$ cat src/rtl/program_sequencer.sv
// Run controller for TopLevel: launches P1..P3 in turn, waits for Ack, then sweeps
// each program's result window against the golden image and records the outcome.
module program_sequencer #(
  parameter int NUM_PROGS = 3,
  parameter int ADDR_W    = 8,
  parameter int DATA_W    = 8,
  parameter int START_CYC = 1,
  parameter int TIMEOUT   = 65535,
  parameter int P1_LO     = 30,
  parameter int P1_HI     = 59,
  parameter int P2_LO     = 94,
  parameter int P2_HI     = 123,
  parameter int P3_LO     = 192,
  parameter int P3_HI     = 194
) (
  input  logic                 Clk,
  input  logic                 Reset,
  input  logic                 Go,
  output logic                 Start,
  input  logic                 Ack,
  output logic [ADDR_W-1:0]    DmAddr,
  input  logic [DATA_W-1:0]    DmData,
  output logic [ADDR_W-1:0]    GoldAddr,
  input  logic [DATA_W-1:0]    GoldData,
  output logic                 Busy,
  output logic                 Done,
  output logic [1:0]           ProgIdx,
  output logic [NUM_PROGS-1:0] PassMask,
  output logic [7:0]           ErrCount,
  output logic [15:0]          LastCycles,
  output logic                 TimedOut
);

  typedef enum logic [2:0] {
    IDLE,
    LAUNCH,
    ARM,
    WAIT_ACK,
    CHECK,
    NEXT
  } state_t;

  localparam logic [15:0] TIMEOUT_L  = 16'(TIMEOUT);
  localparam logic [3:0]  START_LAST = 4'(START_CYC - 1);
  localparam logic [1:0]  LAST_PROG  = 2'(NUM_PROGS - 1);

  state_t                 state_reg;
  logic                   start_reg;
  logic                   busy_reg;
  logic                   done_reg;
  logic                   timed_out_reg;
  logic                   match_reg;
  logic                   issue_done_reg;
  logic                   cmp_valid_reg;
  logic [ADDR_W-1:0]      addr_reg;
  logic [1:0]             prog_reg;
  logic [NUM_PROGS-1:0]   pass_reg;
  logic [7:0]             err_reg;
  logic [15:0]            last_reg;
  logic [15:0]            cyc_reg;
  logic [15:0]            cyc_next;
  logic [3:0]             start_cnt_reg;
  logic                   mismatch;

  // Window bounds per program index; index 3 is never reached and mirrors P3.
  logic [ADDR_W-1:0] win_lo [4];
  logic [ADDR_W-1:0] win_hi [4];

  genvar gi;
  generate
    for (gi = 0; gi < 4; gi++) begin : g_win
      localparam int LO = (gi == 0) ? P1_LO : (gi == 1) ? P2_LO : P3_LO;
      localparam int HI = (gi == 0) ? P1_HI : (gi == 1) ? P2_HI : P3_HI;
      assign win_lo[gi] = ADDR_W'(LO);
      assign win_hi[gi] = ADDR_W'(HI);
    end
  endgenerate

  always_comb begin
    cyc_next = (cyc_reg == 16'hFFFF) ? cyc_reg : cyc_reg + 16'd1;
    mismatch = cmp_valid_reg && (DmData != GoldData);
  end

  always_ff @(posedge Clk) begin
    if (!Reset) begin
      state_reg      <= IDLE;
      start_reg      <= 1'b0;
      busy_reg       <= 1'b0;
      done_reg       <= 1'b0;
      timed_out_reg  <= 1'b0;
      match_reg      <= 1'b0;
      issue_done_reg <= 1'b0;
      cmp_valid_reg  <= 1'b0;
      addr_reg       <= '0;
      prog_reg       <= 2'd0;
      pass_reg       <= '0;
      err_reg        <= 8'd0;
      last_reg       <= 16'd0;
      cyc_reg        <= 16'd0;
      start_cnt_reg  <= 4'd0;
    end else begin
      done_reg <= 1'b0;
      case (state_reg)
        IDLE: begin
          if (Go) begin
            pass_reg      <= '0;
            err_reg       <= 8'd0;
            timed_out_reg <= 1'b0;
            prog_reg      <= 2'd0;
            start_reg     <= 1'b1;
            start_cnt_reg <= 4'd0;
            busy_reg      <= 1'b1;
            state_reg     <= LAUNCH;
          end
        end
        LAUNCH: begin
          if (start_cnt_reg == START_LAST) begin
            start_reg <= 1'b0;
            state_reg <= ARM;
          end else begin
            start_cnt_reg <= start_cnt_reg + 4'd1;
          end
        end
        ARM: begin
          // Ack is deliberately not looked at here: it may still be high from the last program.
          cyc_reg   <= 16'd0;
          state_reg <= WAIT_ACK;
        end
        WAIT_ACK: begin
          if (Ack) begin
            last_reg       <= cyc_next;
            addr_reg       <= win_lo[prog_reg];
            match_reg      <= 1'b1;
            issue_done_reg <= 1'b0;
            cmp_valid_reg  <= 1'b0;
            state_reg      <= CHECK;
          end else if (cyc_next >= TIMEOUT_L) begin
            timed_out_reg <= 1'b1;
            last_reg      <= cyc_next;
            done_reg      <= 1'b1;
            busy_reg      <= 1'b0;
            state_reg     <= IDLE;
          end else begin
            cyc_reg <= cyc_next;
          end
        end
        CHECK: begin
          if (mismatch) begin
            match_reg <= 1'b0;
            if (err_reg != 8'hFF) err_reg <= err_reg + 8'd1;
          end
          // Address stops at HI rather than incrementing, so HI=255 cannot wrap to 0.
          if (!issue_done_reg) begin
            cmp_valid_reg <= 1'b1;
            if (addr_reg == win_hi[prog_reg]) issue_done_reg <= 1'b1;
            else                              addr_reg <= addr_reg + 1'b1;
          end else begin
            cmp_valid_reg <= 1'b0;
            state_reg     <= NEXT;
          end
        end
        NEXT: begin
          pass_reg[prog_reg] <= match_reg;
          if (prog_reg == LAST_PROG) begin
            done_reg  <= 1'b1;
            busy_reg  <= 1'b0;
            state_reg <= IDLE;
          end else begin
            prog_reg      <= prog_reg + 2'd1;
            start_reg     <= 1'b1;
            start_cnt_reg <= 4'd0;
            state_reg     <= LAUNCH;
          end
        end
        default: state_reg <= IDLE;
      endcase
    end
  end

  assign Start      = start_reg;
  assign DmAddr     = addr_reg;
  assign GoldAddr   = addr_reg;
  assign Busy       = busy_reg;
  assign Done       = done_reg;
  assign ProgIdx    = prog_reg;
  assign PassMask   = pass_reg;
  assign ErrCount   = err_reg;
  assign LastCycles = last_reg;
  assign TimedOut   = timed_out_reg;

endmodule

$ cat config.mk
export PLATFORM = sky130hd
export DESIGN_NAME = program_sequencer
export DESIGN_NICKNAME = d
export VERILOG_FILES = /design/src/rtl/program_sequencer.sv
export SDC_FILE = /design/constraint.sdc
export NUM_CORES = 1
export LEC_CHECK = 0
export CAP_MARGIN = 10
export CORE_ASPECT_RATIO = 0.75
export CORE_MARGIN = 8
export CORE_UTILIZATION = 50
export CTS_BUF_LIST = sky130_fd_sc_hd__clkbuf_4
export DETAILED_ROUTE_END_ITERATION = 8
export HOLD_SLACK_MARGIN = 0.02
export PLACE_DENSITY = 0.76
export SETUP_SLACK_MARGIN = 0.2
export SYNTH_ARGS = -nofsm -noshare
export SYNTH_HDL_FRONTEND = slang
export SYNTH_SLANG_ARGS = --single-unit
$ cat constraint.sdc
create_clock -name Clk -period 3.5 [get_ports Clk]
set_input_delay 1.05 -clock Clk [delete_from_list [all_inputs] [get_ports Clk]]
set_output_delay 1.05 -clock Clk [all_outputs]
set_load 0.03 [all_outputs]
==> flow_summary_export.csv, run 1 <==
group,metric,value,unit
finish,num_antenna_cells,0,
floorplan,num_rows,28,
drt,wl,11470,um
sta,tightest_slew,666.6,ps
clock_network,cts_buffer_depth,2,
place,gp_congestion,0.9551,
drt,drt_first_pass_iters,5,
sta,fmax,324.0,MHz
clock_network,clockRootBuffer,"clkbuf_4",
finish,drive_gt1_share,8.787,%
sta,rsz0062_at_grt,"false",
place,dp_hpwl,8404,um
place,dp_slack,388.5,ps
sta,skew,19.77,ps
finish,final_core_util,62.85,%
yosys,synth.distinct_cells,65,
pwr,vdd_drop_max,371.2,uV
flow_run,max-cap-violations,0,
sta,hold_ws,472.7,ps
floorplan,fp.dieH,92.84,um
setup_path,slowest_delay,640,ps
sta,hold_viol,0,
floorplan,dieArea,0.01100,sq mm
setup_path,worstSetupStartpointType,"register",
setup_path,crit_type,"register to register",
min_path,hold_class,"register to register",
pwr,pwr_density_cell,395.0,mW/mm^2
yosys,synth_seq_cells,67,
finish,synthToLayoutAreaGrowth,24.19,%
yosys,synth_warnings,0,
global_route,gr-usage-all-layers,20.63,%
yosys,syn_area,0.003936,sq mm
setup_path,cp.arrival,3440,ps
place,portBuffers,68,
global_route,grt_pass1_wl,18640,um
finish,fill_cells,712,
setup_path,crit_slowest_cell,"or4_1",
sta,finalCriticalPeriod,3087,ps
setup_path,cp_common_cell,"mux2i_1",
yosys,synth-async-reset-ratio,0,%
setup_path,r2r_end,"cyc_reg[12]$_SDFFE_PN0P_",
pwr,leakage,1.725,nW
drt,drtAntennaViolNets,0,
floorplan,core-area,0.007777,sq mm
yosys,syn_avg_cell_area,7.826,sq um
setup_path,reg2reg_depth,8,
setup_path,r2r_slack,410,ps
floorplan,num_io_pins,69,
clock_network,clock_sinks,67,
pwr,fin_total_pwr,1.931,mW
setup_path,crit_path_end,"cyc_reg[12]$_SDFFE_PN0P_",
finish,layout_common_cells,"clkdlybuf4s50_1, dfxtp_1, nand2_1",
sta,final-setup-viol-count,0,
sta,setup_tns,0,ps
setup_path,reg2reg_from,"cyc_reg[2]$_SDFFE_PN0P_",
floorplan,start_util,50.61,%
drt,drc,0,
sta,fin_ws,413.5,ps
setup_path,cp-startpoint,"cyc_reg[2]$_SDFFE_PN0P_",
finish,final_nets,592,
drt,routedWlPerCell,17.01,um
drt,vias_per_cell,5.963,
yosys,ys.flop_type,"dfxtp_1",
global_route,grt_pass1_vias,3689,
setup_path,path_max_fanout,14,
yosys,synth_seq_area_share,34.08,%
clock_network,cts_buffers,9,
clock_network,clk_pin_slew,120,ps
finish,final_common_cell,"clkdlybuf4s50_1",
yosys,synthesis.nets,531,
setup_path,cp_data_required_time,3850,ps
yosys,synth_cells,503,
clock_network,cts_tree,"built",
sta,post-route-period-util,88.19,%
yosys,synth_edf_count,0,
clock_network,ctsHtreeMaxLevel,3,
clock_network,clock_latency,430,ps
sta,slew_headroom,55.50,%
global_route,grt_max_degree,36,
sta,slew_violations,0,
status,status,"completed",
drt,dr_total_vias,4019,
setup_path,crit_path_cell_trace,"nand4_2 > nor3_1 > mux2i_1 > or4_1 > a211o_1 > a21oi_4 > buf_4 > mux2i_1",
setup_path,critPathCaptureType,"register",
global_route,antenna_found_initial,0,
floorplan,die_width,118.5,um
global_route,grt-ovfl-total,0,
drt,drtIter0Drc,527,
## power by group
part           internal [mW]  switching (mW)
Clock                  0.287           0.302
Combinational          0.193           0.279
Sequential             0.800          0.0696
## cells in the mapped netlist, types with 3 or more instances
master,number,area (sq um)
a211oi_1,5,37.54
a21oi_1,30,150.1
a22oi_1,3,22.52
and3_1,8,50.05
and4_1,3,26.28
buf_2,9,45.04
buf_4,9,67.56
clkbuf_1,19,71.32
dfxtp_1,67,1341
ha_1,8,100.1
inv_1,14,52.55
mux2i_1,10,100.1
nand2_1,57,214.0
nand2b_1,4,25.02
nand3_1,20,100.1
nand4_1,21,131.4
nor2_1,51,191.4
nor2b_1,3,18.77
nor3_1,19,95.09
nor4_1,11,68.82
o211ai_1,3,22.52
o21ai_0,35,175.2
o31ai_1,11,82.58
o41ai_1,3,26.28
xnor2_1,12,105.1
xor2_1,15,131.4
## worst min-delay path by stage
stage,startpoint,endpoint,slack [ps],cells after the start
6_report,LastCycles[0]$_SDFFE_PN0P_,LastCycles[0]$_SDFFE_PN0P_,470,2
5_1_grt,LastCycles[0]$_SDFFE_PN0P_,LastCycles[0]$_SDFFE_PN0P_,500,2
4_1_cts,LastCycles[0]$_SDFFE_PN0P_,LastCycles[0]$_SDFFE_PN0P_,470,2
3_5_place_dp,LastCycles[11]$_SDFFE_PN0P_,LastCycles[11]$_SDFFE_PN0P_,460,2
3_3_place_gp,LastCycles[11]$_SDFFE_PN0P_,LastCycles[11]$_SDFFE_PN0P_,450,2
2_1_floorplan,match_reg$_SDFFE_PN0P_,PassMask[2]$_SDFFE_PN0P_,460,2
## through the flow
| step | std cells | cell area, sq um |
|---|---|---|
| floorplan | 503 | 3936 |
| global placement | 658 | 4711 |
| detailed placement | 658 | 4711 |
| CTS | 674 | 4871 |
| global route | 674 | 4888 |
| finish | 674 | 4888 |
## worst max-delay path, delay by kind of cell (launching register included)
family	cells	cell delay, ps
AO/OA/AOI/OAI	2	600
buffers and inverters	1	180
flip-flops	1	620
multiplexers	2	360
AND/OR/NAND/NOR	3	1240
## layer usage
layer  share of wire [%]  track usage, %
met3                 8.7           6.201
met1                  46           27.64
met4                0.99           5.352
met2                  44           31.71
met5                   0               0
## cell type report
cell class / instances / area, sq um / area share, %
Inverter: 15 / 56.30 / 1.152
Sequential cell: 67 / 1344 / 27.49
Tap cell: 105 / 131.4 / 2.687
Clock buffer: 9 / 67.56 / 1.382
Multi-Input combinational cell: 383 / 2366 / 48.40
Timing Repair Buffer: 88 / 830.8 / 17.00
Clock inverter: 7 / 92.59 / 1.894
## logic make-up (layout without fill, tap and decap cells)
group                      after synthesis  after routing  synth area share, %
AOI/OAI and AO/OA                      119            119                19.74
xor gates and xnor gates                27             27                6.008
adders and majority gates                8              8                2.543
buffers and inverters                   53            119                6.198
DFF                                     67             67                34.08
muxes                                   11             11                2.829
and+or+nand+nor                        218            218                28.61
## what timing repair did
item	in CTS	in global routing
hold buffers	0	0
gates resized for setup	0	4
endpoints found under the setup margin	0	30
buffers inserted	0	0
Note: power is estimated with default switching activity, not from simulation.
==> run 2: changes to the inputs <==
ABC_CLOCK_PERIOD_IN_PS = 3500   (was default)
==> results of run 2 <==
The final DEF is identical to that of run 1; final timing and power are the same.
